$ cat config.mk
export PLATFORM = sky130hd
export DESIGN_NAME = mc_ctrl_flat
export DESIGN_NICKNAME = d
export VERILOG_FILES = /design/src/rtl/mc_pkg.sv /design/src/rtl/mc_if.sv /design/src/rtl/mc_decode.sv /design/src/rtl/mc_ctrl.sv /design/src/flat_wrapper.sv
export SDC_FILE = /design/constraint.sdc
export NUM_CORES = 1
export LEC_CHECK = 0
export CORE_MARGIN = 1.5
export CORE_UTILIZATION = 30
export DETAILED_ROUTE_END_ITERATION = 16
export GPL_ROUTABILITY_DRIVEN = 0
export PLACE_DENSITY = 0.64
export SYNTH_ARGS = -nofsm -noshare
export SYNTH_HDL_FRONTEND = slang
export SYNTH_SLANG_ARGS = --single-unit
$ cat constraint.sdc
create_clock -name clk_i -period 1.7 [get_ports clk_i]
set_input_delay 0.34 -clock clk_i [delete_from_list [all_inputs] [get_ports clk_i]]
set_output_delay 0.34 -clock clk_i [all_outputs]
set_load 0.02 [all_outputs]
$ cat src/rtl/mc_pkg.sv
// mc_pkg: shared state encodings, instruction encodings and control codes for the multi-cycle controller.
package mc_pkg;
    typedef enum logic [2:0] {
        S_RST    = 3'd0,
        S_FETCH  = 3'd1,
        S_DECODE = 3'd2,
        S_EXEC   = 3'd3,
        S_MEM    = 3'd4,
        S_WB     = 3'd5
    } state_t;

    localparam logic [5:0] OP_RTYPE = 6'b000000;
    localparam logic [5:0] OP_ORI   = 6'b001101;
    localparam logic [5:0] OP_LUI   = 6'b001111;
    localparam logic [5:0] OP_LW    = 6'b100011;
    localparam logic [5:0] OP_SW    = 6'b101011;
    localparam logic [5:0] OP_BEQ   = 6'b000100;
    localparam logic [5:0] OP_J     = 6'b000010;
    localparam logic [5:0] OP_JAL   = 6'b000011;

    localparam logic [5:0] FN_ADDU = 6'b100001;
    localparam logic [5:0] FN_SUBU = 6'b100011;
    localparam logic [5:0] FN_JR   = 6'b001000;

    localparam logic [2:0] ALU_ADD = 3'b000;
    localparam logic [2:0] ALU_SUB = 3'b001;
    localparam logic [2:0] ALU_OR  = 3'b010;
    localparam logic [2:0] ALU_LUI = 3'b011;

    localparam logic [1:0] NPC_PC4 = 2'b00;
    localparam logic [1:0] NPC_BR  = 2'b01;
    localparam logic [1:0] NPC_JMP = 2'b10;
    localparam logic [1:0] NPC_RS  = 2'b11;

    localparam logic [1:0] RD_RT = 2'b00;
    localparam logic [1:0] RD_RD = 2'b01;
    localparam logic [1:0] RD_RA = 2'b10;

    localparam logic [1:0] DTR_ALU = 2'b00;
    localparam logic [1:0] DTR_MEM = 2'b01;
    localparam logic [1:0] DTR_PC4 = 2'b10;

    typedef struct packed {
        logic addu;
        logic subu;
        logic jr;
        logic ori;
        logic lui;
        logic lw;
        logic sw;
        logic beq;
        logic j;
        logic jal;
    } instr_t;
endpackage

$ cat src/rtl/mc_if.sv
// mc_if: controller-to-datapath/memory signal bundle; master is the controller side.
interface mc_if;
    logic [5:0] opcode;
    logic [5:0] funct;
    logic       zero;
    logic       imem_ready;
    logic       dmem_ready;
    logic       imem_req;
    logic       dmem_req;
    logic       mem_write;
    logic       ir_write;
    logic       pc_write;
    logic [1:0] npc_sel;
    logic       reg_write;
    logic [1:0] reg_dst;
    logic       alu_src;
    logic [1:0] datato_reg;
    logic       ext_op;
    logic [2:0] alu_op;
    logic       instr_done;
    logic       illegal;
    logic       bus_err;

    modport master (
        input  opcode, funct, zero, imem_ready, dmem_ready,
        output imem_req, dmem_req, mem_write, ir_write, pc_write, npc_sel, reg_write,
               reg_dst, alu_src, datato_reg, ext_op, alu_op, instr_done, illegal, bus_err
    );

    modport slave (
        output opcode, funct, zero, imem_ready, dmem_ready,
        input  imem_req, dmem_req, mem_write, ir_write, pc_write, npc_sel, reg_write,
               reg_dst, alu_src, datato_reg, ext_op, alu_op, instr_done, illegal, bus_err
    );
endinterface

$ cat src/rtl/mc_decode.sv
// mc_decode: combinational opcode/funct to one-hot instruction class; all-zero class means illegal.
module mc_decode
    import mc_pkg::*;
(
    input  logic [5:0] opcode_i,
    input  logic [5:0] funct_i,
    output instr_t     cls_o,
    output logic       illegal_o
);
    logic rtype;

    assign rtype       = opcode_i == OP_RTYPE;
    assign cls_o.addu  = rtype && funct_i == FN_ADDU;
    assign cls_o.subu  = rtype && funct_i == FN_SUBU;
    assign cls_o.jr    = rtype && funct_i == FN_JR;
    assign cls_o.ori   = opcode_i == OP_ORI;
    assign cls_o.lui   = opcode_i == OP_LUI;
    assign cls_o.lw    = opcode_i == OP_LW;
    assign cls_o.sw    = opcode_i == OP_SW;
    assign cls_o.beq   = opcode_i == OP_BEQ;
    assign cls_o.j     = opcode_i == OP_J;
    assign cls_o.jal   = opcode_i == OP_JAL;
    assign illegal_o   = ~|cls_o;
endmodule

$ cat src/rtl/mc_ctrl.sv
// mc_ctrl: multi-cycle MIPS control FSM with memory ready handshakes and a wait-state timeout.
module mc_ctrl
    import mc_pkg::*;
#(
    parameter int TIMEOUT = 16,
    parameter int CNT_W   = 5
) (
    input  logic clk_i,
    input  logic rst_ni,
    mc_if.master bus
);
    state_t           state_q, state_d;
    logic [CNT_W-1:0] cnt_q, cnt_d;
    instr_t           cls;
    logic             bad;
    logic             to_hit;

    mc_decode u_decode (
        .opcode_i  (bus.opcode),
        .funct_i   (bus.funct),
        .cls_o     (cls),
        .illegal_o (bad)
    );

    assign to_hit = (TIMEOUT != 0) && (cnt_q == CNT_W'(TIMEOUT));

    always_ff @(posedge clk_i or negedge rst_ni) begin
        if (!rst_ni) begin
            state_q <= S_RST;
            cnt_q   <= '0;
        end else begin
            state_q <= state_d;
            cnt_q   <= cnt_d;
        end
    end

    always_comb begin
        state_d        = state_q;
        cnt_d          = '0;
        bus.imem_req   = 1'b0;
        bus.dmem_req   = 1'b0;
        bus.mem_write  = 1'b0;
        bus.ir_write   = 1'b0;
        bus.pc_write   = 1'b0;
        bus.npc_sel    = NPC_PC4;
        bus.reg_write  = 1'b0;
        bus.reg_dst    = RD_RT;
        bus.alu_src    = 1'b0;
        bus.datato_reg = DTR_ALU;
        bus.ext_op     = 1'b0;
        bus.alu_op     = ALU_ADD;
        bus.instr_done = 1'b0;
        bus.illegal    = 1'b0;
        bus.bus_err    = 1'b0;
        case (state_q)
            S_RST: state_d = S_FETCH;
            S_FETCH: begin
                // a ready on the timeout cycle still completes the fetch
                bus.imem_req = bus.imem_ready || !to_hit;
                if (bus.imem_ready) begin
                    bus.ir_write = 1'b1;
                    bus.pc_write = 1'b1;
                    state_d      = S_DECODE;
                end else if (to_hit) bus.bus_err = 1'b1;
                else cnt_d = cnt_q + 1'b1;
            end
            S_DECODE: begin
                bus.ext_op = cls.lw | cls.sw | cls.beq;
                if (bad) begin
                    bus.illegal    = 1'b1;
                    bus.instr_done = 1'b1;
                    state_d        = S_FETCH;
                end else if (cls.j) begin
                    bus.pc_write   = 1'b1;
                    bus.npc_sel    = NPC_JMP;
                    bus.instr_done = 1'b1;
                    state_d        = S_FETCH;
                end else state_d = cls.jal ? S_WB : S_EXEC;
            end
            S_EXEC: begin
                bus.ext_op     = cls.lw | cls.sw | cls.beq;
                bus.alu_src    = cls.ori | cls.lui | cls.lw | cls.sw;
                bus.alu_op     = (cls.subu | cls.beq) ? ALU_SUB : cls.ori ? ALU_OR : cls.lui ? ALU_LUI : ALU_ADD;
                bus.pc_write   = cls.jr | (cls.beq & bus.zero);
                bus.npc_sel    = cls.jr ? NPC_RS : cls.beq ? NPC_BR : NPC_PC4;
                bus.instr_done = cls.jr | cls.beq;
                state_d        = (cls.jr | cls.beq) ? S_FETCH : (cls.lw | cls.sw) ? S_MEM : S_WB;
            end
            S_MEM: begin
                bus.dmem_req  = bus.dmem_ready || !to_hit;
                bus.mem_write = cls.sw & (bus.dmem_ready | !to_hit);
                if (bus.dmem_ready) begin
                    bus.instr_done = cls.sw;
                    state_d        = cls.sw ? S_FETCH : S_WB;
                end else if (to_hit) begin
                    bus.bus_err = 1'b1;
                    state_d     = S_FETCH;
                end else cnt_d = cnt_q + 1'b1;
            end
            S_WB: begin
                bus.reg_write  = 1'b1;
                bus.instr_done = 1'b1;
                bus.reg_dst    = (cls.addu | cls.subu) ? RD_RD : cls.jal ? RD_RA : RD_RT;
                bus.datato_reg = cls.lw ? DTR_MEM : cls.jal ? DTR_PC4 : DTR_ALU;
                bus.pc_write   = cls.jal;
                bus.npc_sel    = cls.jal ? NPC_JMP : NPC_PC4;
                state_d        = S_FETCH;
            end
            default: state_d = S_FETCH;
        endcase
    end
endmodule

$ cat src/flat_wrapper.sv
// flat-port wrapper written by rule: the top's interface ports become plain ports
module mc_ctrl_flat import mc_pkg::*;
#(
    parameter int TIMEOUT = 16,
    parameter int CNT_W   = 5
)
  (clk_i, rst_ni, bus_opcode, bus_funct, bus_zero, bus_imem_ready, bus_dmem_ready, bus_imem_req, bus_dmem_req, bus_mem_write, bus_ir_write, bus_pc_write, bus_npc_sel, bus_reg_write, bus_reg_dst, bus_alu_src, bus_datato_reg, bus_ext_op, bus_alu_op, bus_instr_done, bus_illegal, bus_bus_err);
  mc_if bus_i ();
  input  logic clk_i;
  input  logic rst_ni;
  input wire logic [$bits(bus_i.opcode)-1:0] bus_opcode;
  input wire logic [$bits(bus_i.funct)-1:0] bus_funct;
  input wire logic [$bits(bus_i.zero)-1:0] bus_zero;
  input wire logic [$bits(bus_i.imem_ready)-1:0] bus_imem_ready;
  input wire logic [$bits(bus_i.dmem_ready)-1:0] bus_dmem_ready;
  output wire logic [$bits(bus_i.imem_req)-1:0] bus_imem_req;
  output wire logic [$bits(bus_i.dmem_req)-1:0] bus_dmem_req;
  output wire logic [$bits(bus_i.mem_write)-1:0] bus_mem_write;
  output wire logic [$bits(bus_i.ir_write)-1:0] bus_ir_write;
  output wire logic [$bits(bus_i.pc_write)-1:0] bus_pc_write;
  output wire logic [$bits(bus_i.npc_sel)-1:0] bus_npc_sel;
  output wire logic [$bits(bus_i.reg_write)-1:0] bus_reg_write;
  output wire logic [$bits(bus_i.reg_dst)-1:0] bus_reg_dst;
  output wire logic [$bits(bus_i.alu_src)-1:0] bus_alu_src;
  output wire logic [$bits(bus_i.datato_reg)-1:0] bus_datato_reg;
  output wire logic [$bits(bus_i.ext_op)-1:0] bus_ext_op;
  output wire logic [$bits(bus_i.alu_op)-1:0] bus_alu_op;
  output wire logic [$bits(bus_i.instr_done)-1:0] bus_instr_done;
  output wire logic [$bits(bus_i.illegal)-1:0] bus_illegal;
  output wire logic [$bits(bus_i.bus_err)-1:0] bus_bus_err;
  assign bus_i.opcode = bus_opcode;
  assign bus_i.funct = bus_funct;
  assign bus_i.zero = bus_zero;
  assign bus_i.imem_ready = bus_imem_ready;
  assign bus_i.dmem_ready = bus_dmem_ready;
  assign bus_imem_req = bus_i.imem_req;
  assign bus_dmem_req = bus_i.dmem_req;
  assign bus_mem_write = bus_i.mem_write;
  assign bus_ir_write = bus_i.ir_write;
  assign bus_pc_write = bus_i.pc_write;
  assign bus_npc_sel = bus_i.npc_sel;
  assign bus_reg_write = bus_i.reg_write;
  assign bus_reg_dst = bus_i.reg_dst;
  assign bus_alu_src = bus_i.alu_src;
  assign bus_datato_reg = bus_i.datato_reg;
  assign bus_ext_op = bus_i.ext_op;
  assign bus_alu_op = bus_i.alu_op;
  assign bus_instr_done = bus_i.instr_done;
  assign bus_illegal = bus_i.illegal;
  assign bus_bus_err = bus_i.bus_err;
  mc_ctrl #(.TIMEOUT(TIMEOUT), .CNT_W(CNT_W)) u_core (.clk_i(clk_i), .rst_ni(rst_ni), .bus(bus_i));
endmodule
==> metrics.cfg, run 1 <==
[cts]
cts_buffers=3
clk_latency_ns=0.26
cts_root_buf=clkbuf_4
ctsHoldBuffers=0
cts_sinks=8
h-tree-depth=1
cts_tree=done
clkTransAtPathRegs_ns=0.06
cts_buffer_depth=2

[timing]
finalSetupViolations=19
fin_crit_ns=2.05
setup_slack_ns=-0.352
fin_crit_sh=1.21
rsz0062_at_grt=true
hold_violations=0
fin_skew_ns=0.00328
fin_hold_ws_ns=0.369
slew_viol_final=0
fmax_ghz=0.487

[floorplan]
num_rows=18
dieArea_mm2=0.00290
die_y_um=53.8
core_mm2=0.00245
initial_core_util=0.315
die_x_um=53.8
io_pins=37

[route]
antenna_left=0
wl_per_cell_um=17.1
drc=0
num_vias=1274
wirelength_um=4050
via_per_inst=5.40
drt_iter0_drc=17
first_pass_iters=4

[power_and_ir_drop]
power_uw=2170
irDropWorstVdd_mv=0.880
pwr_density_cell_mw_per_mm2=1080
power.leakage_uw=0.000915

[critical_path]
path_max_fanout=6
worstPathCellList=buf_6 -> nand3b_1 -> buf_6 -> a21oi_4 -> or3_4 -> buf_6
crit_type=reg2out
cpPeakStageDelay_ns=0.41
slowest_stage=dfrtp_1
cp-start-kind=flip-flop
end_kind=output port
arrival_ns=1.71
cp.required_ns=1.36
r2r_cells=9
critical_path.most_common_cell=buf_6

[grt]
grt_usage=0.258
antenna_found_initial=0
grt_max_degree=9
grt_pass1_wl_um=5280
first_global_vias=1219
grt-ovfl-total=0

[hold_path]
hold_path_class=in2async

[yosys]
synth_nets=121
synth_most_common_cell=nor2_1
ys_warn_count=0
synth_area_leaders=dfrtp_1, nor2_1, nor4_4
ys_seq_elements=8
synthTopCellsByCount=nor2_1, dfrtp_1, nand2_1, nand3_1, a21oi_1
ys.flop_type=dfrtp_1
yosysSeqAreaShare=0.258
yosysTopAreaCell=dfrtp_1
synth_edf_count=0
syn-cell-area_um2=774
ys_types=37
synth_top_area_share=0.258
synth_area_per_cell_um2=7.59
syn_inst=102
synthArstFlopShare=1.00

[place]
portBuffers=35
hpwl_um=2320

[finish]
diodes=0
drive_gt1_frac=0.723
syn_to_final_growth_pct=159
num-nets-final=227

[run_status]
violations=setup timing
status=finished with violations

[run]
max-cap-violations=0

-- cell usage in the layout (no fill, tap or decap), drive strengths merged --
cell and n:
a221oi 1, a21oi 6, buf 95, o21a 1, clkdlybuf4s15 3, and3 1
nor2b 1, o21ai 1, or3 4, ha 2, nand2b 4, clkdlybuf4s50 4
xnor2 1, conb 1, nor3b 2, o211ai 3, clkbuf 3, a211o 1
nor4 3, nand4 2, nand3 8, and3b 1, xor2 2, inv 6
and2 1, nor2 17, dlygate4sd2 1, nand3b 4, nor3 5, dfrtp 8
o21bai 2, or4 1, o22ai 1, nand2 9, nor4b 1
-- critical path, delay by kind of cell, from the launching register on --
kind                   cells  cell delay (ns)
buffers and inverters      3             0.46
AND/OR/NAND/NOR            2             0.54
AO/OA/AOI/OAI              1             0.04
flip-flops                 1             0.41
-- logic make-up after synthesis --
group           synth area share
other cells              0.00484
compound gates             0.141
xor+xnor                  0.0339
simple gates               0.486
buf+inv                   0.0436
fa+ha+maj                 0.0323
flops                      0.258
-- through the flow --
stage	TNS (ns)	instance area (µm²)	instances	worst slack [ns]	util
after floorplan	-0.197	813	102	-0.130	-
after global placement	-16.51	1510	208	-1.13	0.616
after detailed placement	-17.02	1510	208	-1.16	0.616
after CTS	-1.95	1810	229	-0.277	0.738
after global routing	-3.96	2010	236	-0.398	0.818
final	-2.99	2010	236	-0.352	0.818
-- sequential cells by signal, summed over array words and instances (netlist names) --
register and cells:
u_core.state_q 3, u_core.cnt_q 5
-- repair_timing --
action,4_1_cts,5_1_grt
pin swaps,20,20
endpoints found under the setup margin,22,20
resized for setup,190,36
setup buffers,18,9
-- per-layer routing --
layer  wire length [µm]  global-route usage
met5                  0                   0
met4                182               0.154
met3                230              0.0417
met2               2210               0.474
met1               1420               0.272
-- where the power goes --
group	switching, µW	internal, µW	total, µW	leakage [µW]
clock	73.5	81.4	155	0.0000138
combinational	745	925	1670	0.000797
sequential	93.2	249	343	0.000104
total	911	1260	2170	0.000915
-- path summary, 6_finish.rpt --
| path | from | to | slack, ns |
|---|---|---|---|
| min | rst_ni | u_core.cnt_q[3]$_DFF_PN0_ | 0.37 |
| max reg2reg | u_core.state_q[2]$_DFFE_PN0P_ | u_core.cnt_q[4]$_DFF_PN0_ | -0.02 |
| min in group clk_i | u_core.state_q[0]$_DFFE_PN0P_ | u_core.state_q[1]$_DFFE_PN0P_ | 0.66 |
| max | u_core.state_q[2]$_DFFE_PN0P_ | bus_instr_done | -0.35 |
| max in group asynchronous | rst_ni | u_core.state_q[0]$_DFFE_PN0P_ | 1.02 |
| min reg2reg | u_core.state_q[0]$_DFFE_PN0P_ | u_core.state_q[1]$_DFFE_PN0P_ | 0.66 |
-- area by class of cell --
type	instances	area [µm²]
multi-input cells	86	816
clock buffers	3	22.5
flip-flops and latches	8	203
well taps	30	37.5
inverters	6	22.5
fillers	147	448
repair buffers	103	906
No activity file was read; power rests on OpenSTA's default activity.
==> inputs of run 2 (changes only) <==
--- a/config.mk
+++ b/config.mk
@@ -7,3 +7,2 @@
 export LEC_CHECK = 0
-export CORE_MARGIN = 1.5
 export CORE_UTILIZATION = 30
--- a/constraint.sdc
+++ b/constraint.sdc
@@ -3,2 +3,2 @@
 set_output_delay 0.34 -clock clk_i [all_outputs]
-set_load 0.02 [all_outputs]
+set_load 0.05 [all_outputs]
==> run 2 against run 1 <==
The flow still finishes with violations (setup timing). Sequential share of layout area is 0.59 points lower. Clock power is 8% higher. Clock skew is 0.0023 ns higher. Die area is 3.7% lower. Sequential cell count stayed put. Power is 12% higher. Critical path type unchanged. Critical endpoint unchanged.
==> metrics.cfg, run 2 (same netlist as run 1, synthesis figures left out) <==
[critical_path]
r2r_slack_ns=0.12  ; was -0.02 ns
r2r_cells=6  ; was 9
cp.required_ns=1.36  ; about the same
worstReg2RegStart=u_core.state_q[2]$_DFFE_PN0P_  ; unchanged
timing.rr.end=u_core.state_q[2]$_DFFE_PN0P_  ; was u_core.cnt_q[4]$_DFF_PN0_
arrival_ns=1.72  ; was 1.71 ns
crit_type=reg2out  ; unchanged
worstSetupStartpoint=u_core.state_q[1]$_DFFE_PN0P_  ; was u_core.state_q[2]$_DFFE_PN0P_
cp-start-kind=flip-flop  ; unchanged
path_max_fanout=7  ; was 6
end_kind=output port  ; unchanged

[finish]
num-nets-final=212  ; was 227
layout_commonest_cell=buf_4  ; unchanged
regMostFlops=u_core.cnt_q  ; unchanged
top_regs=u_core.cnt_q (5), u_core.state_q (3)  ; unchanged
final_util=0.868  ; was 0.818
syn_to_final_growth_pct=175  ; was 159%
diodes=0  ; unchanged
fillCellCount=107  ; was 147
mostFrequentLayoutCells=buf_4, buf_6, buf_12, nor2_1  ; was buf_4, buf_6, nor2_1, nand2_1, dfrtp_1
final_cell_area_mm2=0.00213  ; was 0.00201 mm²
drive_gt1_frac=0.738  ; was 0.723
largest_reg_flops=5  ; unchanged

[place]
portBuffers=35  ; unchanged
dpl_cell_area_mm2=0.00176  ; was 0.00151 mm²
hpwl_um=2210  ; was 2320 µm

[cts]
clk_latency_ns=0.27  ; was 0.26 ns
cts_sinks=8  ; unchanged
clkTransAtPathRegs_ns=0.07  ; was 0.06 ns
ctsHoldBuffers=0  ; unchanged
cts_tree=done  ; unchanged
cts_buffer_depth=2  ; unchanged
cts_root_buf=clkbuf_4  ; unchanged
cts_buffers=3  ; unchanged
h-tree-depth=1  ; unchanged

[grt]
grt_max_degree=9  ; unchanged
grt-ovfl-total=0  ; unchanged
first_global_vias=1109  ; was 1219
grt_usage=0.234  ; was 0.258
antenna_found_initial=0  ; unchanged
grt_pass1_wl_um=4770  ; was 5280 µm

[route]
wl_per_cell_um=17.5  ; was 17.1 µm
first_pass_iters=4  ; unchanged
drt_iter0_drc=23  ; was 17
drc=0  ; unchanged
wirelength_um=3860  ; was 4050 µm
num_vias=1199  ; was 1274
via_per_inst=5.43  ; was 5.40
antenna_left=0  ; unchanged

[timing]
hold_violations=0  ; unchanged
rsz0062_at_grt=true  ; unchanged
slew_viol_final=0  ; unchanged
finalSetupViolations=19  ; unchanged
fin_crit_ns=2.06  ; was 2.05 ns
fin_skew_ns=0.00559  ; was 0.00328 ns
fin_crit_sh=1.21  ; about the same
fmax_ghz=0.485  ; was 0.487 GHz
setup_slack_ns=-0.364  ; was -0.352 ns

[run]
max-cap-violations=0  ; unchanged

[floorplan]
core_mm2=0.00245  ; unchanged
die_y_um=52.8  ; was 53.8 µm
die_x_um=52.8  ; was 53.8 µm
io_pins=37  ; unchanged
dieArea_mm2=0.00279  ; was 0.00290 mm²
initial_core_util=0.315  ; unchanged
num_rows=18  ; unchanged

[hold_path]
hold_path_class=in2async  ; unchanged

[power_and_ir_drop]
power.leakage_uw=0.000885  ; was 0.000915 µW
irDropWorstVdd_mv=1.30  ; was 0.880 mV
pwr_density_cell_mw_per_mm2=1140  ; was 1080 mW/mm²

[run_status]
status=finished with violations  ; unchanged
violations=setup timing  ; unchanged

-- run 2: repair_timing --
action | CTS | global route
setup buffers | 14 | 8
pin swaps | 21 | 20
resized for setup | 82 | 31
setup endpoints to repair | 22 | 20
-- run 2: stage by stage --
stage	worst slack (ns)	setup TNS, ns	total power (µW)	hold slack, ns	cells
4_1_cts	-0.289	-2.73	2110	0.351	215
6_report	-0.364	-3.48	2430	0.338	221
2_1_floorplan	-0.360	-1.34	1130	0.0444	102
5_1_grt	-0.406	-4.22	2540	0.372	221
3_3_place_gp	-0.818	-9.79	1760	0.467	201
3_5_place_dp	-0.868	-10.30	1790	0.484	201
-- run 2: area by class of cell --
| cell class | instances | area, µm² | share of cell area |
|---|---|---|---|
| Timing Repair Buffer | 88 | 981 | 0.460 |
| Inverter | 6 | 22.5 | 0.0106 |
| Clock buffer | 3 | 22.5 | 0.0106 |
| Tap cell | 30 | 37.5 | 0.0176 |
| Sequential cell | 8 | 203 | 0.0951 |
| Multi-Input combinational cell | 86 | 865 | 0.406 |
-- run 2: worst max path at each step --
stage / to / slack, ns
4_1_cts: bus_instr_done / -0.29
3_5_place_dp: bus_instr_done / -0.87
5_1_grt: bus_instr_done / -0.41
3_3_place_gp: bus_instr_done / -0.82
6_report: bus_instr_done / -0.36
2_1_floorplan: bus_instr_done / -0.36
-- run 2: where the power goes --
part           leakage, µW  internal (µW)  switching [µW]
Combinational     0.000768            983             928
Sequential        0.000104            249             105
Clock            0.0000138           82.0            85.1
Total             0.000885           1310            1120
-- run 2: worst max-delay path, stage by stage (launching register included) --
cell and delay [ns]:
dfrtp_2 0.50, nand3b_1 0.32, a21oi_4 0.07, or3_4 0.41
buf_8 0.16
-- run 2: metal layers --
layer | GRT usage | vias up | wire, µm
li1 | - | 544 | -
met4 | 0.0439 | 0 | 88
met3 | 0.0174 | 11 | 205
met5 | 0 | - | 0
met2 | 0.439 | 59 | 2020
met1 | 0.288 | 585 | 1550
==> inputs of run 3 (changes only) <==
- clock period: 1.7 -> 1.8 ns (I/O delays scaled with it)
==> run 3 against run 2 <==
The flow still finishes with violations (setup timing). Power down 1.7%. Clock skew down 0.0050 ns. Largest cell class unchanged. Combinational power about the same. Utilization up 3.5 points. Clock power down 13%. Global-route usage up 7.3 points. Highest routed layer unchanged. Critical path type unchanged.
==> metrics.cfg, run 3 (same netlist as run 1, synthesis figures left out) <==
[run_status]
status=finished with violations  ; unchanged
violations=setup timing  ; unchanged

[critical_path]
timing.rr.end=u_core.cnt_q[2]$_DFF_PN0_  ; was u_core.state_q[2]$_DFFE_PN0P_
worstSetupStartpoint=u_core.state_q[2]$_DFFE_PN0P_  ; was u_core.state_q[1]$_DFFE_PN0P_
arrival_ns=1.80  ; was 1.72 ns
crit_type=reg2out  ; unchanged
cp.required_ns=1.44  ; was 1.36 ns
r2r_cells=7  ; was 6
r2r_slack_ns=0.12  ; about the same
end_kind=output port  ; unchanged
worstReg2RegStart=u_core.state_q[2]$_DFFE_PN0P_  ; unchanged
path_max_fanout=3  ; was 7
cp-endpoint=bus_instr_done  ; unchanged
cp-start-kind=flip-flop  ; unchanged

[power_and_ir_drop]
power_frac_seq=0.133  ; was 0.145
power_uw=2390  ; was 2430 µW
irDropWorstVdd_mv=1.12  ; was 1.30 mV
internal_power_uw=1280  ; was 1310 µW
p_switching_uw=1110  ; was 1120 µW
pwr-share-comb=0.806  ; was 0.786
power.leakage_uw=0.000935  ; was 0.000885 µW
p_sw_frac=0.465  ; was 0.460
clkPwrFrac=0.061  ; was 0.069
pwr_density_cell_mw_per_mm2=1080  ; was 1140 mW/mm²

[cts]
cts_root_buf=clkbuf_4  ; unchanged
h-tree-depth=1  ; unchanged
ctsHoldBuffers=0  ; unchanged
cts_buffer_depth=2  ; unchanged
cts_sinks=8  ; unchanged
cts_buffers=3  ; unchanged
clk_latency_ns=0.26  ; was 0.27 ns
cts_tree=done  ; unchanged
clkTransAtPathRegs_ns=0.05  ; was 0.07 ns

[finish]
largest_reg_flops=5  ; unchanged
layout_commonest_cell=buf_4  ; unchanged
final_cell_area_mm2=0.00222  ; was 0.00213 mm²
multi_input_area_um2=868  ; was 865 µm²
mostFrequentLayoutCells=buf_4, buf_6, buf_12, nor2_1  ; unchanged
regMostFlops=u_core.cnt_q  ; unchanged
top_regs=u_core.cnt_q (5), u_core.state_q (3)  ; unchanged
num-nets-final=222  ; was 212
syn_to_final_growth_pct=186  ; was 175%
drive_gt1_frac=0.761  ; was 0.738
fillCellCount=98  ; was 107
ff_latch_area_um2=205  ; was 203 µm²

[grt]
grt_pass1_wl_um=6040  ; was 4770 µm
grt_usage=0.307  ; was 0.234
first_global_vias=1303  ; was 1109
grt_max_degree=9  ; unchanged
grt-ovfl-total=0  ; unchanged
antenna_found_initial=0  ; unchanged

[route]
wirelength_um=4760  ; was 3860 µm
via_per_inst=5.53  ; was 5.43
num_vias=1282  ; was 1199
antenna_left=0  ; unchanged
drt_iter0_drc=28  ; was 23
first_pass_iters=4  ; unchanged
drc=0  ; unchanged
wl_per_cell_um=20.5  ; was 17.5 µm

[timing]
rsz0062_at_grt=true  ; unchanged
fin_crit_sh=1.20
fin_hold_ws_ns=0.378  ; was 0.338 ns
finalSetupTns_ns=-3.09  ; was -3.48 ns
fin_skew_ns=0.000626  ; was 0.00559 ns
fin_crit_ns=2.16
setup_slack_ns=-0.361  ; was -0.364 ns
finalSetupViolations=18  ; was 19
slew_viol_final=0  ; unchanged
hold_violations=0  ; unchanged
fmax_ghz=0.463

[place]
hpwl_um=2350  ; was 2210 µm
portBuffers=35  ; unchanged
place_ws_ns=-0.873  ; was -0.868 ns
dpl_cell_area_mm2=0.00171  ; was 0.00176 mm²

[floorplan]
io_pins=37  ; unchanged
num_rows=18  ; unchanged
die_y_um=52.8  ; unchanged
initial_core_util=0.315  ; unchanged
dieArea_mm2=0.00279  ; unchanged
die_x_um=52.8  ; unchanged
core_mm2=0.00245  ; unchanged

[run]
max-cap-violations=0  ; unchanged

[hold_path]
hold_path_class=in2async  ; unchanged

## run 3: layer usage
layer,wire length (µm),track usage,up-vias
li1,-,-,565
met4,114,0.136,0
met3,235,0.0609,14
met2,2530,0.527,58
met5,0,0,-
met1,1880,0.363,645
## run 3: area by class of cell
| type | instances | area share |
|---|---|---|
| timing repair buffer | 98 | 0.477 |
| sequential | 8 | 0.0926 |
| inverter | 6 | 0.0102 |
| multi-input combinational | 86 | 0.392 |
| clock buffer | 3 | 0.0102 |
| tap | 30 | 0.0169 |
| antenna | 1 | 0.00113 |
## run 3: power groups by stage
stage | clock, µW | combinational [µW] | sequential [µW]
5_1_grt | 163 | 1990 | 324
3_5_place_dp | 0 | 1290 | 297
4_1_cts | 139 | 1530 | 305
2_1_floorplan | 0 | 686 | 282
6_report | 146 | 1930 | 318
3_3_place_gp | 0 | 1270 | 293
## run 3: critical path: stages (launching register included)
cell	delay, ns
dfrtp_2	0.44
nand2b_4	0.16
or3_4	0.36
o211ai_1	0.25
or3_4	0.18
buf_8	0.14
## run 3: timing repair
action                     4_1_cts  5_1_grt
cloned                           0        0
setup endpoints to repair       21       20
setup buffers                   15       11
pin swaps                       22       19
gates resized for setup         88       36
## run 3: how the worst min path moves through the flow
stage	from	endpoint	slack [ns]
floorplan	rst_ni	u_core.cnt_q[0]$_DFF_PN0_	0.06
global placement	u_core.cnt_q[0]$_DFF_PN0_	u_core.cnt_q[0]$_DFF_PN0_	0.47
detailed placement	u_core.cnt_q[0]$_DFF_PN0_	u_core.cnt_q[0]$_DFF_PN0_	0.49
CTS	rst_ni	u_core.cnt_q[2]$_DFF_PN0_	0.38
global route	rst_ni	u_core.cnt_q[3]$_DFF_PN0_	0.39
finish	rst_ni	u_core.cnt_q[0]$_DFF_PN0_	0.38
## run 3: metrics by stage
step | utilization | cells
4_1_cts | 0.832 | 222
3_5_place_dp | 0.698 | 204
6_report | 0.903 | 232
3_3_place_gp | 0.698 | 204
5_1_grt | 0.902 | 231
2_1_floorplan | - | 102
==> edit 1: new RTL, settings of run 2 <==
Encoding of `state_t`: now one-hot (6 bits for 6 states).
--- a/src/rtl/mc_pkg.sv
+++ b/src/rtl/mc_pkg.sv
@@ -2,9 +2,9 @@
 package mc_pkg;
-    typedef enum logic [2:0] {
-        S_RST    = 3'd0,
-        S_FETCH  = 3'd1,
-        S_DECODE = 3'd2,
-        S_EXEC   = 3'd3,
-        S_MEM    = 3'd4,
-        S_WB     = 3'd5
+    typedef enum logic [5:0] {
+        S_RST    = 6'b000001,
+        S_FETCH  = 6'b000010,
+        S_DECODE = 6'b000100,
+        S_EXEC   = 6'b001000,
+        S_MEM    = 6'b010000,
+        S_WB     = 6'b100000
     } state_t;
Function: same outputs for any inputs over 10 cycles, from zero or initial values and one cycle with rst_ni low; not proved beyond that.
==> edit 1 against run 2 <==
The run still ends with setup timing left; synthesized area is 25% higher; synthesized cell count is 16% higher; design area is 14% higher; sequential cell count is 3 higher; sequential share of layout area is 2.0 points higher; fmax is 11% lower; worst setup slack worse by 0.25 ns; routed wire length is 11% higher.
Power is left out: it rests on default switching activity, and per cell area and clock period it moved more than threefold.
==> edit 1: results (changes against run 2) <==
Run status
  • Status: finished, violations left (unchanged)
  • Failing checks: setup timing (unchanged)

Clock tree
  • Clock Tree Buf Depth: 2 (unchanged)
  • Reg clk slew, reported paths: 0.07 ns (about the same)
  • Root buffer cell: clkbuf_4 (unchanged)
  • Clk Latency, worst-skew pair: 0.27 ns (about the same)
  • H-tree Lvls: 1 (unchanged)
  • CTS Buf Count: 3 (unchanged)

Setup path
  • RR Endpoint: u_core.state_q[1] (was u_core.state_q[2])
  • FF-to-FF Start: u_core.state_q[1] (was u_core.state_q[2])
  • Worst r2r path cells: 7 (was 6)
  • Crit-path max FO: 2 (was 7)
  • Arrival @ worst endpoint: 1.97 ns (was 1.72 ns)
  • R2R setup slack: -0.19 ns (was 0.12 ns)

Yosys
  • Post-synthesis sequential area ratio: 28.7% (was 25.8%)
  • Warnings, synthesis: 0 (unchanged)
  • Synth top area cells: dfrtp_1, nor2_1, nor3_1 (was dfrtp_1, nor2_1, nor4_4)
  • Asr flop ratio synth: 100% (unchanged)
  • Synth top cells by count: nor2_1, dfrtp_1, nor3_1 (was nor2_1, dfrtp_1, nand2_1, nand3_1, a21oi_1)
  • Cell variety after synth: 45 (was 37)

Route
  • Routed WL: 4290 µm (was 3860 µm)
  • Vias/cell: 5.23 (was 5.43)
  • Drt first pass iters: 4 (unchanged)
  • Final routed DRC violation total: 0 (unchanged)
  • DR iter-0 viols: 53 (was 23)

Timing
  • Slew @ Worst Pin: 0.503 ns
  • Clock Skews: 0.00431 ns (was 0.00559 ns)
  • Final Worst Setup Slack: -0.610 ns (was -0.364 ns)
  • Finish-stage setup viols: 22 (was 19)

Finish
  • Total Nets Final: 238 (was 212)
  • Largest regs: u_core.state_q (6), u_core.cnt_q (5) (was u_core.cnt_q (5), u_core.state_q (3))
  • # diodes: 0 (unchanged)
  • Fraction of layout instances using a drive strength above 1: 68.8% (was 73.8%)

Global routing
  • Vias in the first global route: 1,448 (was 1,109)
  • First-pass GRT wire length: 6780 µm (was 4770 µm)
  • Largest net degree at the start of global routing: 12 (was 9)
  • Initial antenna violation count: 0 (unchanged)
  • Total GRT Usage: 25.7% (was 23.4%)
  • Total grt overflow: 0 (unchanged)

Placed design
  • Number of port buffers: 35 (unchanged)
  • Hpwl dp: 2850 µm (was 2210 µm)

Job
  • Max Cap Viol: 0 (unchanged)

Hold path
  • Hold Crit Class: input pin to async pin (unchanged)
==> edit 1: cell type report <==
cell class                 count  area (µm²)
multi-input combinational     97        1000
inverter                       7        33.8
clock buffer                   4        26.3
sequential                    11         279
timing repair buffer          99        1030
fill                         181         624
tap                           44        55.1
==> edit 1: worst max path at each step <==
stage	start	end	cells past startpoint
2_1_floorplan	u_core.state_q[1]	bus_datato_reg[0]	3
3_3_place_gp	bus_opcode[3]	bus_instr_done	7
3_5_place_dp	bus_opcode[3]	bus_instr_done	7
4_1_cts	u_core.state_q[4]	bus_instr_done	6
5_1_grt	u_core.state_q[1]	bus_instr_done	6
6_report	u_core.state_q[1]	bus_instr_done	6
==> edit 1: logic make-up after synthesis <==
logic type | share of synthesized area, %
and+or+nand+nor | 45.5
xor gates and xnor gates | 2.72
adders and majority gates | 2.59
buffers and inverters | 5.06
muxes | 1.04
AOI/OAI and AO/OA | 14.0
other | 0.389
DFF | 28.7
==> edit 1: worst max-delay path, cell delays in order (launching register included) <==
cell and delay (ns):
dfrtp_2 0.43, nor4_4 0.30, nand2_1 0.13, or3_1 0.39, o211a_1 0.18, o311ai_4 0.09
buf_12 0.18
==> edit 1: per-layer routing <==
metal,up-vias,part of all wire [%],GRT usage [%]
li1,628,-,-
met1,688,42,31.8
met2,48,53,46.0
met3,5,4.2,3.08
met4,0,0.93,9.52
met5,-,0,0
==> edit 1: repair_timing <==
action / in CTS / in global routing
pin swaps: 28 / 17
buffers inserted: 13 / 10
setup endpoints to repair: 23 / 24
resized for setup: 72 / 25
==> edit 1: through the flow <==
step | setup WS, ns | instances | hold slack, ns | cell area (µm²) | TNS (ns)
2_1_floorplan | -0.452 | 119 | 0.0444 | 1140 | -3.28
3_3_place_gp | -0.886 | 241 | 0.469 | 2060 | -9.53
3_5_place_dp | -0.983 | 241 | 0.502 | 2060 | -11.00
4_1_cts | -0.589 | 255 | 0.411 | 2310 | -7.82
5_1_grt | -0.661 | 262 | 0.425 | 2430 | -10.18
6_report | -0.610 | 262 | 0.402 | 2430 | -8.74
==> edit 2: new RTL, config.mk and constraints of run 2 <==
Without the edit above. `CNT_W` is set to 5 in 2 places; all go to 7.
--- a/src/rtl/mc_ctrl.sv
+++ b/src/rtl/mc_ctrl.sv
@@ -5,3 +5,3 @@
     parameter int TIMEOUT = 16,
-    parameter int CNT_W   = 5
+    parameter int CNT_W   = 7
 ) (
--- a/src/flat_wrapper.sv
+++ b/src/flat_wrapper.sv
@@ -4,3 +4,3 @@
     parameter int TIMEOUT = 16,
-    parameter int CNT_W   = 5
+    parameter int CNT_W   = 7
 )
Formal check against the unedited RTL: same outputs for any inputs over 10 cycles, from zero or initial values and one cycle with rst_ni low; that may be too few to reach the edited logic, so the function may still have changed.
==> edit 2 against run 2 <==
Sequential cell count is 2 higher; routed wire length shrank 6.7%; the flow finishes with violations (DRC, setup timing); critical path depth is 2 higher; synthesized area is 21% higher; total power down 19%; die area increased by 20%; design area did not move; largest power group unchanged; worst setup slack lost 0.058 ns; critical endpoint unchanged.
==> edit 2: results (changes against run 2) <==
Setup path
  • RR Endpoint: u_core.cnt_q[6] (was u_core.state_q[2])
  • Worst r2r path cells: 7 (was 6)
  • Worst Setup SP: u_core.state_q[0] (was u_core.state_q[1])
  • FF-to-FF Start: u_core.cnt_q[0] (was u_core.state_q[2])
  • Worst setup EP type: output pin (unchanged)
  • R2R setup slack: 0.16 ns (was 0.12 ns)
  • Arrival @ worst endpoint: 1.78 ns (was 1.72 ns)
  • Crit-path max FO: 2 (was 7)

Placed design
  • Post-Place Worst Slack: -0.631 ns (was -0.868 ns)
  • Number of port buffers: 35 (unchanged)
  • Hpwl dp: 2460 µm (was 2210 µm)
  • Post-Place Cell Area: 0.00184 mm² (was 0.00176 mm²)

Global routing
  • First-pass GRT wire length: 5800 µm (was 4770 µm)
  • Largest net degree at the start of global routing: 11 (was 9)
  • Total GRT Usage: 22.6% (was 23.4%)
  • Vias in the first global route: 1,254 (was 1,109)

Timing
  • Clock Skews: 0.00483 ns (was 0.00559 ns)
  • Final Worst Setup Slack: -0.422 ns (was -0.364 ns)
  • Finish-stage setup viols: 19 (unchanged)
  • Setup TNS: -4.18 ns (was -3.48 ns)

Yosys
  • Avg Cell Area, Syn: 7.70 µm² (was 7.59 µm²)
  • Net count after synthesis: 142 (was 121)
  • Synth top area cells: dfrtp_1, nor2_1, nand2_1 (was dfrtp_1, nor2_1, nor4_4)
  • Synth top cells by count: nor2_1, nand2_1, dfrtp_1 (was nor2_1, dfrtp_1, nand2_1, nand3_1, a21oi_1)
  • Post-synthesis sequential area ratio: 26.6% (was 25.8%)

Pwr
  • Peak VDD IR: 0.000674 V (was 0.00130 V)
  • P_seq: 0.000309 W (was 0.000354 W)
  • Combinational cell fraction of total power: 76.0% (was 78.6%)
  • Switching Fraction: 43.5% (was 46.0%)
  • Leakage: 0.914 nW (was 0.885 nW)
  • Internal Pwr Total: 0.00112 W (was 0.00131 W)

Run status
  • Status: finished, violations left (unchanged)
  • Failing checks: DRC, setup timing (was setup timing)

Finish
  • Fraction of layout instances using a drive strength above 1: 60.3% (was 73.8%)
  • Total Nets Final: 221 (was 212)
  • Largest regs: u_core.cnt_q (7), u_core.state_q (3) (was u_core.cnt_q (5), u_core.state_q (3))

Clock tree
  • Post-CTS setup buffer count: 7 (was 14)
  • Post-CTS sizing: 72 (was 82)
  • Clock Tree Buf Depth: 2 (unchanged)

Route
  • Final routed DRC violation total: 2 (was 0)
  • Post-DR wirelength/cell: 15.6 µm (was 17.5 µm)
  • Routed WL: 3600 µm (was 3860 µm)
  • DR iter-0 viols: 68 (was 23)
  • Drt first pass iters: 13 (was 4)
  • Vias/cell: 5.19 (was 5.43)
edit 2: cell count changes in the layout (fill, tap and decap cells not counted), sizes merged, moves of 3 or more:
cell and delta:
and3 +3, buf -15, or3 -4, nor4 -3
nor2 +3, a21o +3, o21ai +4
edit 2: worst max-delay path: stages, from the launching register on:
cell and delay (ns):
dfrtp_1 0.38, or3b_4 0.40, nor2_2 0.15, buf_4 0.13
nand2_1 0.09, a31oi_4 0.20, buf_12 0.16
edit 2: logic make-up after synthesis:
logic type                 synth area share [%]
buffers and inverters                      7.19
other                                     0.399
xor gates and xnor gates                   4.66
adders and majority gates                  4.00
and+or+nand+nor                            41.9
AOI/OAI and AO/OA                          15.2
DFF                                        26.6
edit 2: how the worst min path moves through the flow:
stage | endpoint | start | slack (ns)
finish | u_core.state_q[1] | rst_ni | 0.38
global placement | u_core.cnt_q[0] | u_core.cnt_q[0] | 0.52
CTS | u_core.cnt_q[0] | rst_ni | 0.39
global route | u_core.state_q[1] | rst_ni | 0.43
floorplan | u_core.cnt_q[0] | rst_ni | 0.04
detailed placement | u_core.cnt_q[0] | u_core.cnt_q[0] | 0.53
edit 2: metal layers:
| layer | up-vias | share of wire (%) | track usage, % |
|---|---|---|---|
| met5 | - | 0 | 0 |
| met4 | 0 | 0.67 | 6.46 |
| met3 | 3 | 2.6 | 0.893 |
| met2 | 23 | 56 | 42.4 |
| met1 | 586 | 41 | 27.8 |
| li1 | 581 | - | - |
edit 2: layout make-up:
class	count	area (µm²)
Fill cell	197	722
Timing Repair Buffer	78	870
Multi-Input combinational cell	100	911
Tap cell	31	38.8
Clock buffer	3	22.5
Sequential cell	10	250
Inverter	8	38.8
